File: config.mk
export PLATFORM = sky130hd
export DESIGN_NAME = eeg_block_packer
export DESIGN_NICKNAME = d
export VERILOG_FILES = /design/src/rtl/eeg_pack_pkg.sv /design/src/rtl/eeg_block_packer.sv
export SDC_FILE = /design/constraint.sdc
export NUM_CORES = 1
export LEC_CHECK = 0
export CORE_MARGIN = 1.5
export CORE_UTILIZATION = 42
export CTS_BUF_LIST = sky130_fd_sc_hd__clkbuf_4 sky130_fd_sc_hd__clkbuf_8 sky130_fd_sc_hd__clkbuf_16
export DETAILED_ROUTE_END_ITERATION = 8
export PLACE_DENSITY = 0.76
export SETUP_SLACK_MARGIN = 0.2
export SLEW_MARGIN = 20
export SYNTH_ARGS = -nofsm -noshare
export SYNTH_HDL_FRONTEND = slang
export SYNTH_SLANG_ARGS = --single-unit
File: constraint.sdc
create_clock -name clk -period 5.99 [get_ports clk]
set_input_delay 1.797 -clock clk [delete_from_list [all_inputs] [get_ports clk]]
set_output_delay 1.797 -clock clk [all_outputs]
set_load 0.05 [all_outputs]
File: src/rtl/eeg_pack_pkg.sv
// Shared types and constants for the EEG block packer: FSM state type, block
// and length widths, and the lanes-per-block helper.
package eeg_pack_pkg;

    localparam int BLOCK_W = 128;
    localparam int LEN_W   = 64;

    typedef enum logic [1:0] {
        ST_IDLE = 2'd0,
        ST_FILL = 2'd1,
        ST_EMIT = 2'd2,
        ST_DROP = 2'd3
    } pack_state_e;

    function automatic int lanes_f(input int sample_w);
        return BLOCK_W / sample_w;
    endfunction

endpackage

File: src/rtl/eeg_block_packer.sv
// Packs EEG samples into 128-bit blocks for the encryptor, MSB lane first,
// zero-padding the final block and truncating records beyond MAX_BLOCKS.
// Optional idle flush of a partial block: define EEG_PACK_TIMEOUT_EN.
module eeg_block_packer
    import eeg_pack_pkg::*;
#(
    parameter int SAMPLE_W       = 16,
    parameter int MAX_BLOCKS     = 32,
    parameter int TIMEOUT_CYCLES = 1024
) (
    input  logic                clk,
    input  logic                rst,
    input  logic                s_valid,
    output logic                s_ready,
    input  logic [SAMPLE_W-1:0] s_sample,
    input  logic                s_last,
    output logic                rec_start,
    output logic                m_valid,
    input  logic                m_ready,
    output logic [BLOCK_W-1:0]  m_data,
    output logic                m_last,
    output logic [LEN_W-1:0]    m_len,
    output logic                truncated,
    output logic                busy
);

    localparam int LANES  = lanes_f(SAMPLE_W);
    localparam int LANE_W = $clog2(LANES);
    localparam int BLK_W  = $clog2(MAX_BLOCKS + 1);
    localparam int SCNT_W = $clog2(MAX_BLOCKS * LANES + 1);

    pack_state_e                         state_q, state_d;
    logic [LANES-1:0][SAMPLE_W-1:0]      buf_q, buf_d;
    logic [LANE_W-1:0]                   lane_q, lane_d;
    logic [BLK_W-1:0]                    blk_q, blk_d;
    logic [SCNT_W-1:0]                   scnt_q, scnt_d;
    logic                                last_seen_q, last_seen_d;
    logic                                m_valid_q, m_valid_d;
    logic                                m_last_q, m_last_d;
    logic [LEN_W-1:0]                    m_len_q, m_len_d;
    logic                                rec_start_q, rec_start_d;
    logic                                trunc_q, trunc_d;

    logic accept;
    logic tmo_hit;
    logic go_emit;
    logic emit_last;

    assign s_ready = (state_q != ST_EMIT);
    assign accept  = s_valid && s_ready;

`ifdef EEG_PACK_TIMEOUT_EN
    localparam int TMO_W = $clog2(TIMEOUT_CYCLES + 1);

    logic [TMO_W-1:0] tmo_q, tmo_d;

    // Counts consecutive FILL cycles without an accepted sample.
    always_comb begin
        tmo_d = '0;
        if (state_q == ST_FILL && !accept)
            tmo_d = tmo_q + TMO_W'(1);
    end

    assign tmo_hit = (state_q == ST_FILL) && !accept &&
                     (tmo_d == TMO_W'(TIMEOUT_CYCLES));

    always_ff @(posedge clk or posedge rst) begin
        if (rst) tmo_q <= '0;
        else     tmo_q <= tmo_d;
    end
`else
    logic tmo_unused;
    assign tmo_unused = |TIMEOUT_CYCLES;
    assign tmo_hit    = 1'b0;
`endif

    always_comb begin
        state_d     = state_q;
        buf_d       = buf_q;
        lane_d      = lane_q;
        blk_d       = blk_q;
        scnt_d      = scnt_q;
        last_seen_d = last_seen_q;
        m_valid_d   = m_valid_q;
        m_last_d    = m_last_q;
        m_len_d     = m_len_q;
        rec_start_d = 1'b0;
        trunc_d     = 1'b0;
        go_emit     = 1'b0;
        emit_last   = 1'b0;

        case (state_q)
            ST_IDLE, ST_FILL: begin
                if (accept) begin
                    buf_d[LANE_W'(LANES-1) - lane_q] = s_sample;
                    scnt_d = scnt_q + SCNT_W'(1);
                    if (state_q == ST_IDLE)
                        rec_start_d = 1'b1;
                    if (lane_q == LANE_W'(LANES-1) || s_last) begin
                        go_emit   = 1'b1;
                        emit_last = s_last;
                    end else begin
                        lane_d  = lane_q + LANE_W'(1);
                        state_d = ST_FILL;
                    end
                end else if (tmo_hit) begin
                    go_emit   = 1'b1;
                    emit_last = 1'b1;
                end
            end
            ST_EMIT: begin
                if (m_ready) begin
                    buf_d     = '0;
                    lane_d    = '0;
                    blk_d     = blk_q + BLK_W'(1);
                    m_valid_d = 1'b0;
                    m_last_d  = 1'b0;
                    if (m_last_q && !last_seen_q) begin
                        state_d = ST_DROP;
                        trunc_d = 1'b1;
                    end else if (m_last_q) begin
                        state_d     = ST_IDLE;
                        blk_d       = '0;
                        scnt_d      = '0;
                        last_seen_d = 1'b0;
                    end else begin
                        state_d = ST_FILL;
                    end
                end
            end
            ST_DROP: begin
                // Tail of an over-long record: swallow until its end marker.
                if (accept && s_last) begin
                    state_d     = ST_IDLE;
                    blk_d       = '0;
                    scnt_d      = '0;
                    last_seen_d = 1'b0;
                end
            end
            default: state_d = ST_IDLE;
        endcase

        if (go_emit) begin
            state_d     = ST_EMIT;
            m_valid_d   = 1'b1;
            m_len_d     = LEN_W'(scnt_d) * LEN_W'(SAMPLE_W);
            m_last_d    = emit_last || (blk_q == BLK_W'(MAX_BLOCKS - 1));
            last_seen_d = emit_last;
        end
    end

    always_ff @(posedge clk or posedge rst) begin
        if (rst) begin
            state_q     <= ST_IDLE;
            buf_q       <= '0;
            lane_q      <= '0;
            blk_q       <= '0;
            scnt_q      <= '0;
            last_seen_q <= 1'b0;
            m_valid_q   <= 1'b0;
            m_last_q    <= 1'b0;
            m_len_q     <= '0;
            rec_start_q <= 1'b0;
            trunc_q     <= 1'b0;
        end else begin
            state_q     <= state_d;
            buf_q       <= buf_d;
            lane_q      <= lane_d;
            blk_q       <= blk_d;
            scnt_q      <= scnt_d;
            last_seen_q <= last_seen_d;
            m_valid_q   <= m_valid_d;
            m_last_q    <= m_last_d;
            m_len_q     <= m_len_d;
            rec_start_q <= rec_start_d;
            trunc_q     <= trunc_d;
        end
    end

    assign m_data    = buf_q;
    assign m_valid   = m_valid_q;
    assign m_last    = m_last_q;
    assign m_len     = m_len_q;
    assign rec_start = rec_start_q;
    assign truncated = trunc_q;
    assign busy      = (state_q != ST_IDLE);

endmodule

==> run summary, run 1 <==
The run finished with clean final reports. The tools report the violation count after the first detailed-route iteration as 366. The post-synthesis area per instance was 10.1 sq um. The HPWL after detailed placement is 12900 um. For the final-report max-slew violation count, the log shows 0.

The share of the synthesized area in the top cell type works out to 58.4%. The floorplan core area is 16000 sq um, and the slew at the pin closest to its max-slew limit is 0.752 ns. The logs give 21.5% for the total global-route track usage and 4 for the number of H-tree levels.

The tightest hold margin was 0.476 ns; the boundary pin count was 219. In the final routed layout, each cell accounts on average for 17.5 um. Counting the buffers created by CTS gives 17.

The highest-delay cell along the critical path was sky130_fd_sc_hd__clkdlybuf4s50_1. STA puts the critical path data arrival time at 2.39 ns. After synthesis the cells add up to 6940 sq um.

The fraction of the cycle the final worst path needs is 69.8%, and the worst path buffer plus inverter count is 2. After floorplanning, the core was divided into 46 placement rows. The run gives 5730 uW as the total power. The number of port buffers was 163; the synthesis warning total was 0. For the finished layout, the period the worst path requires is 4.18 ns.

The count of max-cap constraint violations was 0; the number of buffers added to fix hold violations after cts was 0. Synthesis inferred 162 register bits. The tools report the endpoint class of the critical path as a primary output. Of the cells placed in the final design, the portion with a size suffix greater than 1 is 5.69%.

The longest individual stage delay on the worst path is 0.86 ns, and the leakage power is 0.00393 uW. The count of flip-flops with a built-in enable after synthesis was 0. The first global-routing pass estimated 29000 um of wire. The logs give 18500 um for the detailed-route wire length and 162 for the number of clock sinks. In this run the worst hold path is classified as flip-flop to flip-flop.

Power spread over the standard cell area amounts to 640 nW/um^2. The total overflow left after global routing is 0. By area the synthesized netlist is led by sky130_fd_sc_hd__dfrtp_1 (58%), sky130_fd_sc_hd__nand2_1 (9.8%), sky130_fd_sc_hd__o21ai_0 (8.7%), sky130_fd_sc_hd__buf_4 (6.2%), sky130_fd_sc_hd__buf_6 (2.6%). Max-slew headroom at the worst pin: 49.7%. The critical path start-end classification was flip-flop to primary output. The run gives 0 as the final-report hold violation count. TritonCTS built the clock tree. Clock-pin slew was measured on the worst setup and hold paths at 0.06 ns. Setup fix buffers added after clock tree synthesis: 0. Setup repair after global routing left no endpoint under its margin. The startpoint type of the worst setup path was a flip-flop. Once the floorplan was initialized, standard cells occupied 43.4% of the core. 0 antenna diodes ended up in the layout.

The via count was 5438; the cell count after synthesis was 688. Entering global routing, the biggest net connects 99 pins. The clock arrives with 0.0102 ns of skew. In the synthesized netlist the dominant register cell turns out to be sky130_fd_sc_hd__dfrtp_1.

The kind of cell adding the most delay to the critical path was buffers and inverters. Number of antenna violations at the first check in global routing: 0. For this run, the share of the core covered by cells in the final layout is 56.0%. For this run, the top clock speed supported by timing is 239 MHz. In the routed design, unresolved DRC markers number 0. From left edge to right edge, the die measures 132 um. The netlist uses 46 different library cells.

The weighted congestion reported at the end of routability-driven placement is 0.810. Walking the worst path, the cells encountered are nor2b_4 -> inv_2 -> clkdlybuf4s50_1. The run gives 6 as the number of iterations in the first detailed-routing pass. Setup violations remaining at the end of the flow were counted as 0. The number of nets still failing antenna checks after routing came out at 0. The final net count was 857. The maximum vdd ir drop came out at 0.345 mV.

Of all nets on the critical path, the largest fanout is 21. The post-synthesis sequential area ratio was 58.4%; the die span in y was 132 um. In the routed layout, each cell is associated on average with a via count of 5.13. The synthesized design spends more area on one cell type than any other, namely sky130_fd_sc_hd__dfrtp_1. Relative to the synthesized area, the layout overhead comes to 29.2%.

The fraction of registers with async set or reset after synthesis works out to 100%. For the final routed database, the setup TNS stands at 0 ns. For the worst-skew pair, the clock arrives at the later sink with an insertion delay of 0.42 ns.

The number of instances resized during post-cts repair is 0, and the number of global-route vias before repair is 5059. The run gives 2 as the worst-case clock buffer depth. The floorplan step defined a die boundary enclosing 17300 sq um. The required arrival time at the worst endpoint is 4.19 ns.

Clock tree synthesis selected as its root buffer the cell sky130_fd_sc_hd__clkbuf_16.
per-layer routing:
metal	global-route usage (%)	vias to the layer above	wire, um	share of wire, %
li1	-	2492	-	-
met1	28.1	2655	7650	41
met4	6.98	0	410	2.2
met2	33.8	258	8750	47
met3	7.06	33	1700	9.2
met5	0	-	0	0
sequential cells by signal, summed over array words and instances (netlist names):
name	count
lane_q	3
m_valid	1
m_last	1
scnt_q	9
last_seen_q	1
state_q	2
rec_start	1
truncated	1
m_data	128
m_len	9
blk_q	6
cells by family (layout without fill, tap and decap cells):
group / Yosys count / after routing / synth area share [%]
AO/OA/AOI/OAI: 180 / 180 / 14.9
AND/OR/NAND/NOR: 233 / 233 / 14.2
multiplexers: 2 / 2 / 0.307
adder cells (fa/ha/maj): 4 / 4 / 0.721
other: 1 / 55 / 0.0541
flip-flops: 162 / 162 / 58.4
buffers and inverters: 100 / 202 / 10.6
XOR/XNOR: 6 / 6 / 0.758
per-stage QoR:
step	setup WS [ns]	area (sq um)	instances
2_1_floorplan	2.14	7140	742
3_3_place_gp	1.86	8370	1029
3_5_place_dp	1.79	8370	1029
4_1_cts	1.79	8960	1060
5_1_grt	1.70	8960	1060
6_report	1.81	8960	1060
worst paths after layout:
kind / to / from / cells past startpoint / slack [ns]
worst max-delay path: s_ready / state_q[1] / 3 / 1.81
worst min-delay path: m_data[25] / m_data[25] / 2 / 0.48
worst max register to register: m_data[38] / state_q[1] / 4 / 3.60
worst min register to register: m_data[25] / m_data[25] / 2 / 0.48
max in group asynchronous: m_last / rst / 3 / 3.30
min in group asynchronous: m_data[84] / rst / 2 / 1.77
report_power, final:
group	total [uW]	leakage [uW]	switching, uW	internal (uW)
logic	2880	0.00149	2030	848
clock network	1080	0.000272	452	630
registers	1770	0.00217	289	1480
worst register-to-register path: stages, from the launching register on:
cell and delay (ns):
sky130_fd_sc_hd__dfrtp_1 0.73, sky130_fd_sc_hd__and3b_1 0.60, sky130_fd_sc_hd__a2bb2o_1 0.60, sky130_fd_sc_hd__nand2_1 0.18, sky130_fd_sc_hd__o21ai_0 0.12
placed cells by master (no fill, tap or decap), types with 3 or more instances in the layout:
master and n:
sky130_fd_sc_hd__clkdlybuf4s50_1 163, sky130_fd_sc_hd__buf_4 3, sky130_fd_sc_hd__o21ai_0 121, sky130_fd_sc_hd__conb_1 55
sky130_fd_sc_hd__nand4_1 3, sky130_fd_sc_hd__clkbuf_16 17, sky130_fd_sc_hd__nand3b_1 3, sky130_fd_sc_hd__a2bb2o_4 5
sky130_fd_sc_hd__xor2_1 3, sky130_fd_sc_hd__nor2_1 10, sky130_fd_sc_hd__dfrtp_1 162, sky130_fd_sc_hd__or2_2 3
sky130_fd_sc_hd__ha_1 4, sky130_fd_sc_hd__or3b_1 3, sky130_fd_sc_hd__o21ai_1 31, sky130_fd_sc_hd__xnor2_1 3
sky130_fd_sc_hd__nand3_1 12, sky130_fd_sc_hd__clkinvlp_4 6, sky130_fd_sc_hd__inv_6 5, sky130_fd_sc_hd__a2bb2o_1 3
sky130_fd_sc_hd__a21oi_1 5, sky130_fd_sc_hd__nand2b_1 3, sky130_fd_sc_hd__nand2_1 182
cells in the mapped netlist (3+ instances only):
library cell and number:
sky130_fd_sc_hd__a21oi_1 5, sky130_fd_sc_hd__a2bb2o_1 3, sky130_fd_sc_hd__a2bb2o_4 5, sky130_fd_sc_hd__buf_2 10
sky130_fd_sc_hd__buf_4 57, sky130_fd_sc_hd__buf_6 16, sky130_fd_sc_hd__clkbuf_1 12, sky130_fd_sc_hd__dfrtp_1 162
sky130_fd_sc_hd__ha_1 4, sky130_fd_sc_hd__inv_1 3, sky130_fd_sc_hd__nand2_1 182, sky130_fd_sc_hd__nand2b_1 3
sky130_fd_sc_hd__nand3_1 12, sky130_fd_sc_hd__nand3b_1 3, sky130_fd_sc_hd__nand4_1 3, sky130_fd_sc_hd__nor2_1 10
sky130_fd_sc_hd__o21ai_0 121, sky130_fd_sc_hd__o21ai_1 31, sky130_fd_sc_hd__or2_2 3, sky130_fd_sc_hd__or3b_1 3
sky130_fd_sc_hd__xnor2_1 3, sky130_fd_sc_hd__xor2_1 3
cell type report:
cell class | instances | area (sq um)
multi-input cells | 480 | 2360
inverters | 4 | 18.8
fillers | 1419 | 7040
repair buffers | 167 | 1670
well taps | 216 | 270
flip-flops and latches | 162 | 4050
clock inverters | 13 | 150
clock buffers | 18 | 439
No activity file was read; power rests on OpenSTA's default activity.
==> run 2, diff against run 1 <==
--- a/config.mk
+++ b/config.mk
@@ -6,10 +6,10 @@
 export NUM_CORES = 1
 export LEC_CHECK = 0
 export CORE_MARGIN = 1.5
-export CORE_UTILIZATION = 42
+export CORE_UTILIZATION = 47
 export CTS_BUF_LIST = sky130_fd_sc_hd__clkbuf_4 sky130_fd_sc_hd__clkbuf_8 sky130_fd_sc_hd__clkbuf_16
 export DETAILED_ROUTE_END_ITERATION = 8
-export PLACE_DENSITY = 0.76
+export PLACE_DENSITY = 0.81
 export SETUP_SLACK_MARGIN = 0.2
 export SLEW_MARGIN = 20
 export SYNTH_ARGS = -nofsm -noshare
==> constraint.sdc (replaced) <==
create_clock -name clk -period 3.9 [get_ports clk]
set_input_delay 1.17 -clock clk [delete_from_list [all_inputs] [get_ports clk]]
set_output_delay 1.17 -clock clk [all_outputs]
set_load 0.05 [all_outputs]
==> run 2 against run 1 <==
Utilization rose by 5.4 points. Sequential power rose by 53%. Clock power rose by 43%. Die area fell by 10%. Sequential share of layout area rose by 0.36 points. Highest routed layer unchanged.
==> run summary, run 2 (synthesized netlist as in run 1, its figures left out) <==
The power density of the placed cells was 978 nW/um^2 (+53%). The arrival time of the worst setup path is 2.15 ns (-0.24 ns), and the mean routed wirelength per cell is 17.4 um (-0.52%). The number of iterations in the first detailed-routing pass is 5 (-1), and the total power is 8690 uW (+52%). The total setup violations reported at the end of the flow was 0 (unchanged).

For this run, the top clock speed supported by timing is 301 MHz. The logs give 28500 um (-1.8%) for the global-route wire length before repair and 17.7% (-1.2 points) for the fraction of power consumed by the clock network. Total internal power: 4480 uW (+52%). The tools report the number of clock sinks as 162 (unchanged).

The library cells used most frequently in the layout, excluding fill and tap cells, are sky130_fd_sc_hd__nand2_1 (182), sky130_fd_sc_hd__clkdlybuf4s50_1 (163), sky130_fd_sc_hd__dfrtp_1 (162). The cell count of the worst reg-to-reg path was 4 (unchanged). Total global routing overflow: 0 (unchanged). The worst flop-to-flop path startpoint was lane_q[1]. Library cell used as clock root buffer: sky130_fd_sc_hd__clkbuf_16. The logs give 43.1% (-6.7 points) for the max-slew headroom at the worst pin and 0 (unchanged) for the final-report max-slew violation count. The width of the die is 124 um (-5.3%), and the setup slack of the critical path after layout is 0.580 ns (-1.23 ns).

The clock skew is 0.00989 ns (-0.000269 ns), and the initial standard-cell utilization of the core is 47.9% (+4.6 points). The worst hold path cell count works out to 2 (unchanged). The sequential cell area in the final layout came out at 4050 sq um (unchanged). The worst min-delay path category is flip-flop to flip-flop.

The setup slack of the worst register-to-register path was 1.71 ns (-1.89 ns); the post-detailed-route via-to-cell ratio was 5.24 (+2.2%). The number of instances resized during post-cts repair is 0 (unchanged), and the number of antenna violations at the first check in global routing is 0 (unchanged). The leakage power is 0.00392 uW (about the same). The accumulated negative setup slack was 0 ns (unchanged); the full die area was 15500 sq um (-10%). The required arrival time at the worst endpoint is 2.73 ns (-1.46 ns), and the number of placement rows is 44 (-4.3%). The die span in y is 124 um (-5.3%). The net switching component of the power was 4210 uW (+52%); the violation count after the first detailed-route iteration was 448 (+22%). The number of port buffers was 163 (unchanged).

The number of H-tree levels was 4 (unchanged); the clock slew seen by the registers of the worst setup and hold paths was 0.06 ns (about the same). The via count was 5395 (-0.79%); the number of flip-flops under the largest register name was 128 (unchanged). The largest net degree at the start of global routing is 163 (+65%), and the combinational fraction of design power is 51.2% (+0.9 points). The routed design could run at a clock period as short as 3.32 ns.

The fraction of final layout cells with drive strength greater than 1 was 5.80% (+0.11 points); the detailed-route wire length was 17900 um (-3.4%). The run finished with clean final reports. The number of nets still failing antenna checks after routing is 0 (unchanged). The antenna cell count is 0 (unchanged).

The logs give 0.797 (-1.6%) for the weighted congestion reported at the end of routability-driven placement and 5247 (+3.7%) for the number of global-route vias before repair. For the total global-route track usage, the log shows 23.7% (+2.2 points). In this run the most critical hold path is launched from m_data[45]. Switching power share of the total: 48.4% (about the same). Multi-input combinational cell area: 2360 sq um (unchanged). The final-report hold violation count came out at 0 (unchanged). The tools report the boundary pin count as 219 (unchanged). Worst-case setup slack after placement: 0.846 ns (-0.947 ns). The worst-case clock buffer depth is 2 (unchanged), and the number of buffers created by CTS is 17 (unchanged). By startpoint and endpoint, the worst setup path is classified as flip-flop to primary output. The tools report the detailed-placement wirelength estimate as 12300 um (-4.6%). The maximum vdd ir drop is 0.398 mV (+15%). For the final net count, the log shows 859 (+0.23%). The worst setup path is captured at a primary output. Relative to the synthesized area, the layout overhead comes to 28.2%.

The slew at the pin closest to its max-slew limit was 0.854 ns (+0.102 ns). The final-layout fill cell count is 1209 (-15%), and the maximum fanout count along the critical path is 13 (-38%). The fraction of the cycle the final worst path needs was 85.1%.

The number of DRC violations after detailed routing is 0 (unchanged). The startpoint type of the worst setup path is a flip-flop. The run gives 14500 sq um (-9.5%) as the floorplan core area. Setup repair after global routing left no endpoint under its margin.

The logs give 0 (unchanged) for the count of max-cap constraint violations and 31.1% (+0.2 points) for the part of the power in registers. The number of buffers added to fix hold violations after cts was 0 (unchanged). The tightest hold margin is 0.476 ns (+0.0000420 ns), and the latest clock arrival within the worst-skew pair is 0.43 ns (about the same).

Leaving out fill and tap cells, the most frequent cell in the layout is sky130_fd_sc_hd__nand2_1. The reg-to-reg critical path endpoint was m_data[38]. The run gives 0 (unchanged) as the setup fix buffers added after clock tree synthesis. TritonCTS built the clock tree. The path with the worst hold slack has its endpoint at m_data[45].
run 2: cell count changes in the layout (fill, tap and decap cells not counted):
cell	before	now
sky130_fd_sc_hd__inv_6	5	0
sky130_fd_sc_hd__bufinv_16	2	1
sky130_fd_sc_hd__clkinv_2	0	4
sky130_fd_sc_hd__clkbuf_4	0	2
sky130_fd_sc_hd__buf_4	3	5
sky130_fd_sc_hd__clkinvlp_4	6	5
run 2: per-layer routing:
metal,up-vias,track usage (%),wire length (um)
li1,2487,-,-
met1,2618,31.0,7610
met2,261,38.5,8660
met3,29,6.87,1310
met4,0,7.10,301
met5,-,0,0
run 2: cell type report:
cell class / instances / share of cell area, %
clock inverters: 10 / 0.999
well taps: 184 / 2.59
inverters: 4 / 0.211
multi-input cells: 480 / 26.5
flip-flops and latches: 162 / 45.6
repair buffers: 169 / 19.0
clock buffers: 20 / 5.11
run 2: worst max path at each step:
| stage | start | end | cells after the start | slack, ns |
|---|---|---|---|---|
| finish | state_q[0] | s_ready | 3 | 0.58 |
| detailed placement | s_valid | m_data[56] | 5 | 0.85 |
| floorplan | rst | blk_q[0] | 1 | 0.67 |
| global placement | s_valid | m_data[70] | 6 | 0.88 |
| CTS | state_q[0] | s_ready | 3 | 0.57 |
| global route | state_q[0] | s_ready | 3 | 0.47 |
run 2: per-stage QoR:
| stage | instance area, sq um | instances | utilization, % |
|---|---|---|---|
| after floorplan | 7140 | 742 | - |
| after CTS | 8890 | 1029 | 61.4 |
| after global placement | 8350 | 999 | 57.7 |
| after detailed placement | 8350 | 999 | 57.7 |
| final | 8890 | 1029 | 61.4 |
| after global routing | 8890 | 1029 | 61.4 |
run 2: power groups by stage:
stage	clock, uW	combinational (uW)	sequential (uW)
floorplan	0	1400	4440
global placement	0	4390	2710
detailed placement	0	4450	2720
CTS	1570	4470	2700
global route	1640	4690	2770
finish	1540	4450	2700
run 2: critical path, stage by stage, from the launching register on:
cell                              delay [ns]
sky130_fd_sc_hd__dfrtp_1                0.51
sky130_fd_sc_hd__nor2b_4                0.10
sky130_fd_sc_hd__inv_2                  0.25
sky130_fd_sc_hd__clkdlybuf4s50_1        0.87
==> run 3, diff against run 2 <==
--- a/config.mk
+++ b/config.mk
@@ -9,6 +9,7 @@
 export CORE_UTILIZATION = 47
 export CTS_BUF_LIST = sky130_fd_sc_hd__clkbuf_4 sky130_fd_sc_hd__clkbuf_8 sky130_fd_sc_hd__clkbuf_16
 export DETAILED_ROUTE_END_ITERATION = 8
+export GPL_TIMING_DRIVEN = 0
 export PLACE_DENSITY = 0.81
 export SETUP_SLACK_MARGIN = 0.2
 export SLEW_MARGIN = 20
==> run 3 against run 2 <==
Critical path depth rose by 1. Power rose by 4.9%. Critical path type unchanged. Via count rose by 7.6%. Maximum frequency fell by 4.5%. Count of clock-buffer cells in the layout rose by 2. Combinational power rose by 7.2%. Worst setup slack got worse by 0.16 ns. Clock skew fell by 0.0048 ns. Final area rose by 9.2%. Sequential share of layout area fell by 3.9 points.
==> run summary, run 3 (synthesized netlist as in run 1, its figures left out) <==
The tools report the setup slack of the worst register-to-register path as 1.80 ns (+0.09 ns). The latest clock arrival within the worst-skew pair is 0.42 ns (about the same). The cell count of the worst reg-to-reg path is 5 (+1), and the maximum clock frequency is 288 MHz (-4.5%). The power density of the placed cells came out at 939 nW/um^2 (-4.0%).

The boundary pin count came out at 219 (unchanged). For the initial standard-cell utilization of the core, the log shows 47.9% (unchanged). Via count: 5804 (+7.6%). The run gives 9120 sq um (+9.3%) as the instance area after placement. The net switching component of the power came out at 4310 uW (+2.3%). The run gives 36 (-78%) as the largest net degree at the start of global routing. From synthesis to final layout, the design area changed by 40.0%. The detailed-route wire length was 18900 um (+5.9%). The worst min-delay path category was flip-flop to flip-flop. The clock slew seen by the registers of the worst setup and hold paths was 0.06 ns (about the same). The logs give 15500 sq um (unchanged) for the full die area and 9110 uW (+4.9%) for the total power.

The run gives 5 (unchanged) as the number of iterations in the first detailed-routing pass. The run gives 0 (unchanged) as the setup fix buffers added after clock tree synthesis. For the global-route wire length before repair, the log shows 30500 um (+6.8%). Most frequent standard cell in the layout excluding fill and tap cells: sky130_fd_sc_hd__nand2_1. The tools report the total internal power as 4810 uW (+7.3%). The tools report the part of the power in registers as 29.3% (-1.8 points).

Leaving out fill and tap cells, the most frequent cells in the layout are sky130_fd_sc_hd__nand2_1 (182), sky130_fd_sc_hd__clkdlybuf4s50_1 (163), sky130_fd_sc_hd__dfrtp_1 (162). The floorplan core area is 14500 sq um (unchanged). The logs give 0 (unchanged) for the total global routing overflow and 4 (unchanged) for the number of H-tree levels.

The worst setup path is of the flip-flop to primary output kind. The max-slew headroom at the worst pin was 58.3% (+15 points). TritonCTS built the clock tree. In this run the critical register-to-register path is captured at state_q[1]. The total setup violations reported at the end of the flow is 0 (unchanged), and the maximum vdd ir drop is 0.433 mV (+8.8%). The final cell area excluding filler cells was 9710 sq um (+9.2%); the number of instances resized during post-cts repair was 0 (unchanged).

The slew at the pin closest to its max-slew limit is 0.625 ns (-0.229 ns). The critical path ends at busy. The number of DRC violations after detailed routing came out at 0 (unchanged). The mean routed wirelength per cell works out to 16.9 um (-3.0%).

The required arrival time at the worst endpoint was 2.73 ns (about the same); the number of nets still failing antenna checks after routing was 0 (unchanged). The final-layout fill cell count is 1126 (-6.9%). Fraction of final layout cells with drive strength greater than 1: 13.9% (+8.1 points). The clock skew is 0.00506 ns (-0.00483 ns).

The worst hold path cell count is 2 (unchanged), and the combinational fraction of design power is 52.4% (+1.2 points). The run gives 17 (unchanged) as the number of buffers created by CTS. The run finished with clean final reports. The number of placement rows was 44 (unchanged); the final critical-path required period was 3.48 ns (+0.156 ns). Count of max-cap constraint violations: 0 (unchanged).

STA classifies the critical path startpoint as a flip-flop. The logs give 0.475 ns (-0.00147 ns) for the tightest hold margin and 2 (unchanged) for the worst-case clock buffer depth. For the leakage power, the log shows 0.00444 uW (+13%).

The number of clock sinks is 162 (unchanged), and the fraction of power consumed by the clock network is 18.3% (+0.6 points). The number of port buffers was 163 (unchanged); the number of flip-flops under the largest register name was 128 (unchanged). The tree is rooted in a sky130_fd_sc_hd__clkbuf_16. The number of global-route vias before repair was 5520 (+5.2%); the antenna cell count was 0 (unchanged).

The number of buffers added to fix hold violations after cts was 0 (unchanged). For the arrival time of the worst setup path, the log shows 2.31 ns (+0.16 ns). The final-report hold violation count was 0 (unchanged); the maximum fanout count along the critical path was 10 (-3).

The fraction of the cycle the final worst path needs was 89.1% (+4.0 points); the total global-route track usage was 25.0% (+1.3 points). The logs give 0.836 (+4.9%) for the weighted congestion reported at the end of routability-driven placement and 1094 (+9.5%) for the placed instance count. Setup repair after global routing left no endpoint under its margin.

The number of antenna violations at the first check in global routing is 0 (unchanged). The tools report the final net count as 954 (+11%). The final-report max-slew violation count was 0 (unchanged).

The non-filler instance count after layout is 1124 (+9.2%), and the width of the die is 124 um (unchanged). The critical path starts at state_q[1]. The switching power share of the total is 47.3% (-1.2 points). In this run the critical register-to-register path is launched from lane_q[1]. The post-detailed-route via-to-cell ratio was 5.16 (-1.5%). The endpoint class of the critical path was a primary output. The detailed-placement wirelength estimate is 13700 um (+11%), and the violation count after the first detailed-route iteration is 461 (+2.9%). The die span in y works out to 124 um (unchanged).
==> run 3: cell count changes in the layout (fill, tap and decap cells not counted), moves of 2 or more <==
| cell | previous run | this run |
|---|---|---|
| sky130_fd_sc_hd__buf_12 | 1 | 3 |
| sky130_fd_sc_hd__buf_16 | 0 | 2 |
| sky130_fd_sc_hd__buf_2 | 0 | 10 |
| sky130_fd_sc_hd__buf_4 | 5 | 57 |
| sky130_fd_sc_hd__buf_6 | 0 | 16 |
| sky130_fd_sc_hd__clkbuf_1 | 0 | 12 |
| sky130_fd_sc_hd__clkbuf_8 | 1 | 4 |
| sky130_fd_sc_hd__clkinv_2 | 4 | 2 |
| sky130_fd_sc_hd__clkinvlp_4 | 5 | 3 |
==> run 3: worst min path at each step <==
stage / endpoint / from / slack (ns)
floorplan: blk_q[4] / blk_q[4] / 0.46
global placement: m_data[115] / m_data[115] / 0.46
detailed placement: m_len[5] / m_len[5] / 0.47
CTS: m_data[94] / m_data[94] / 0.48
global route: m_data[45] / m_data[45] / 0.50
finish: m_data[45] / m_data[45] / 0.48
==> run 3: critical path, stage by stage (launching register included) <==
cell and delay [ns]:
sky130_fd_sc_hd__dfrtp_1 0.36, sky130_fd_sc_hd__buf_4 0.17, sky130_fd_sc_hd__clkbuf_1 0.36, sky130_fd_sc_hd__or2_2 0.19
sky130_fd_sc_hd__clkdlybuf4s50_1 0.80
==> run 3: metrics by stage <==
step / setup slack, ns / utilization (%) / TNS (ns)
finish: 0.424 / 67.1 / 0
detailed placement: 0.688 / 63.0 / 0
global route: 0.352 / 67.1 / 0
floorplan: 0.673 / - / 0
CTS: 0.430 / 67.1 / 0
global placement: -0.643 / 62.2 / -102.17
==> run 3: final cells by class <==
cell class / count / area (sq um) / share of cell area (%)
multi-input combinational: 480 / 2350 / 24.2
inverter: 4 / 18.8 / 0.193
sequential: 162 / 4050 / 41.7
buffer: 96 / 718 / 7.40
timing repair buffer: 168 / 1750 / 18.0
clock inverter: 8 / 103 / 1.06
clock buffer: 22 / 488 / 5.02
tap: 184 / 230 / 2.37
==> run 3: power by group through the flow <==
stage                     Sequential, uW  Clock, uW  Combinational (uW)
final                               2670       1670                4770
after floorplan                     4440          0                1400
after detailed placement            2690          0                4770
after CTS                           2670       1680                4790
after global placement              2660          0                4670
after global routing                2740       1750                5020
==> run 3: routing by layer <==
metal  vias to the layer above  wire length [um]  GRT usage (%)
met5                         -                 0              0
met4                         0               344           8.59
met3                        31              1100           5.15
met2                       256              9380           40.9
met1                      2836              8120           33.2
li1                       2681                 -              -
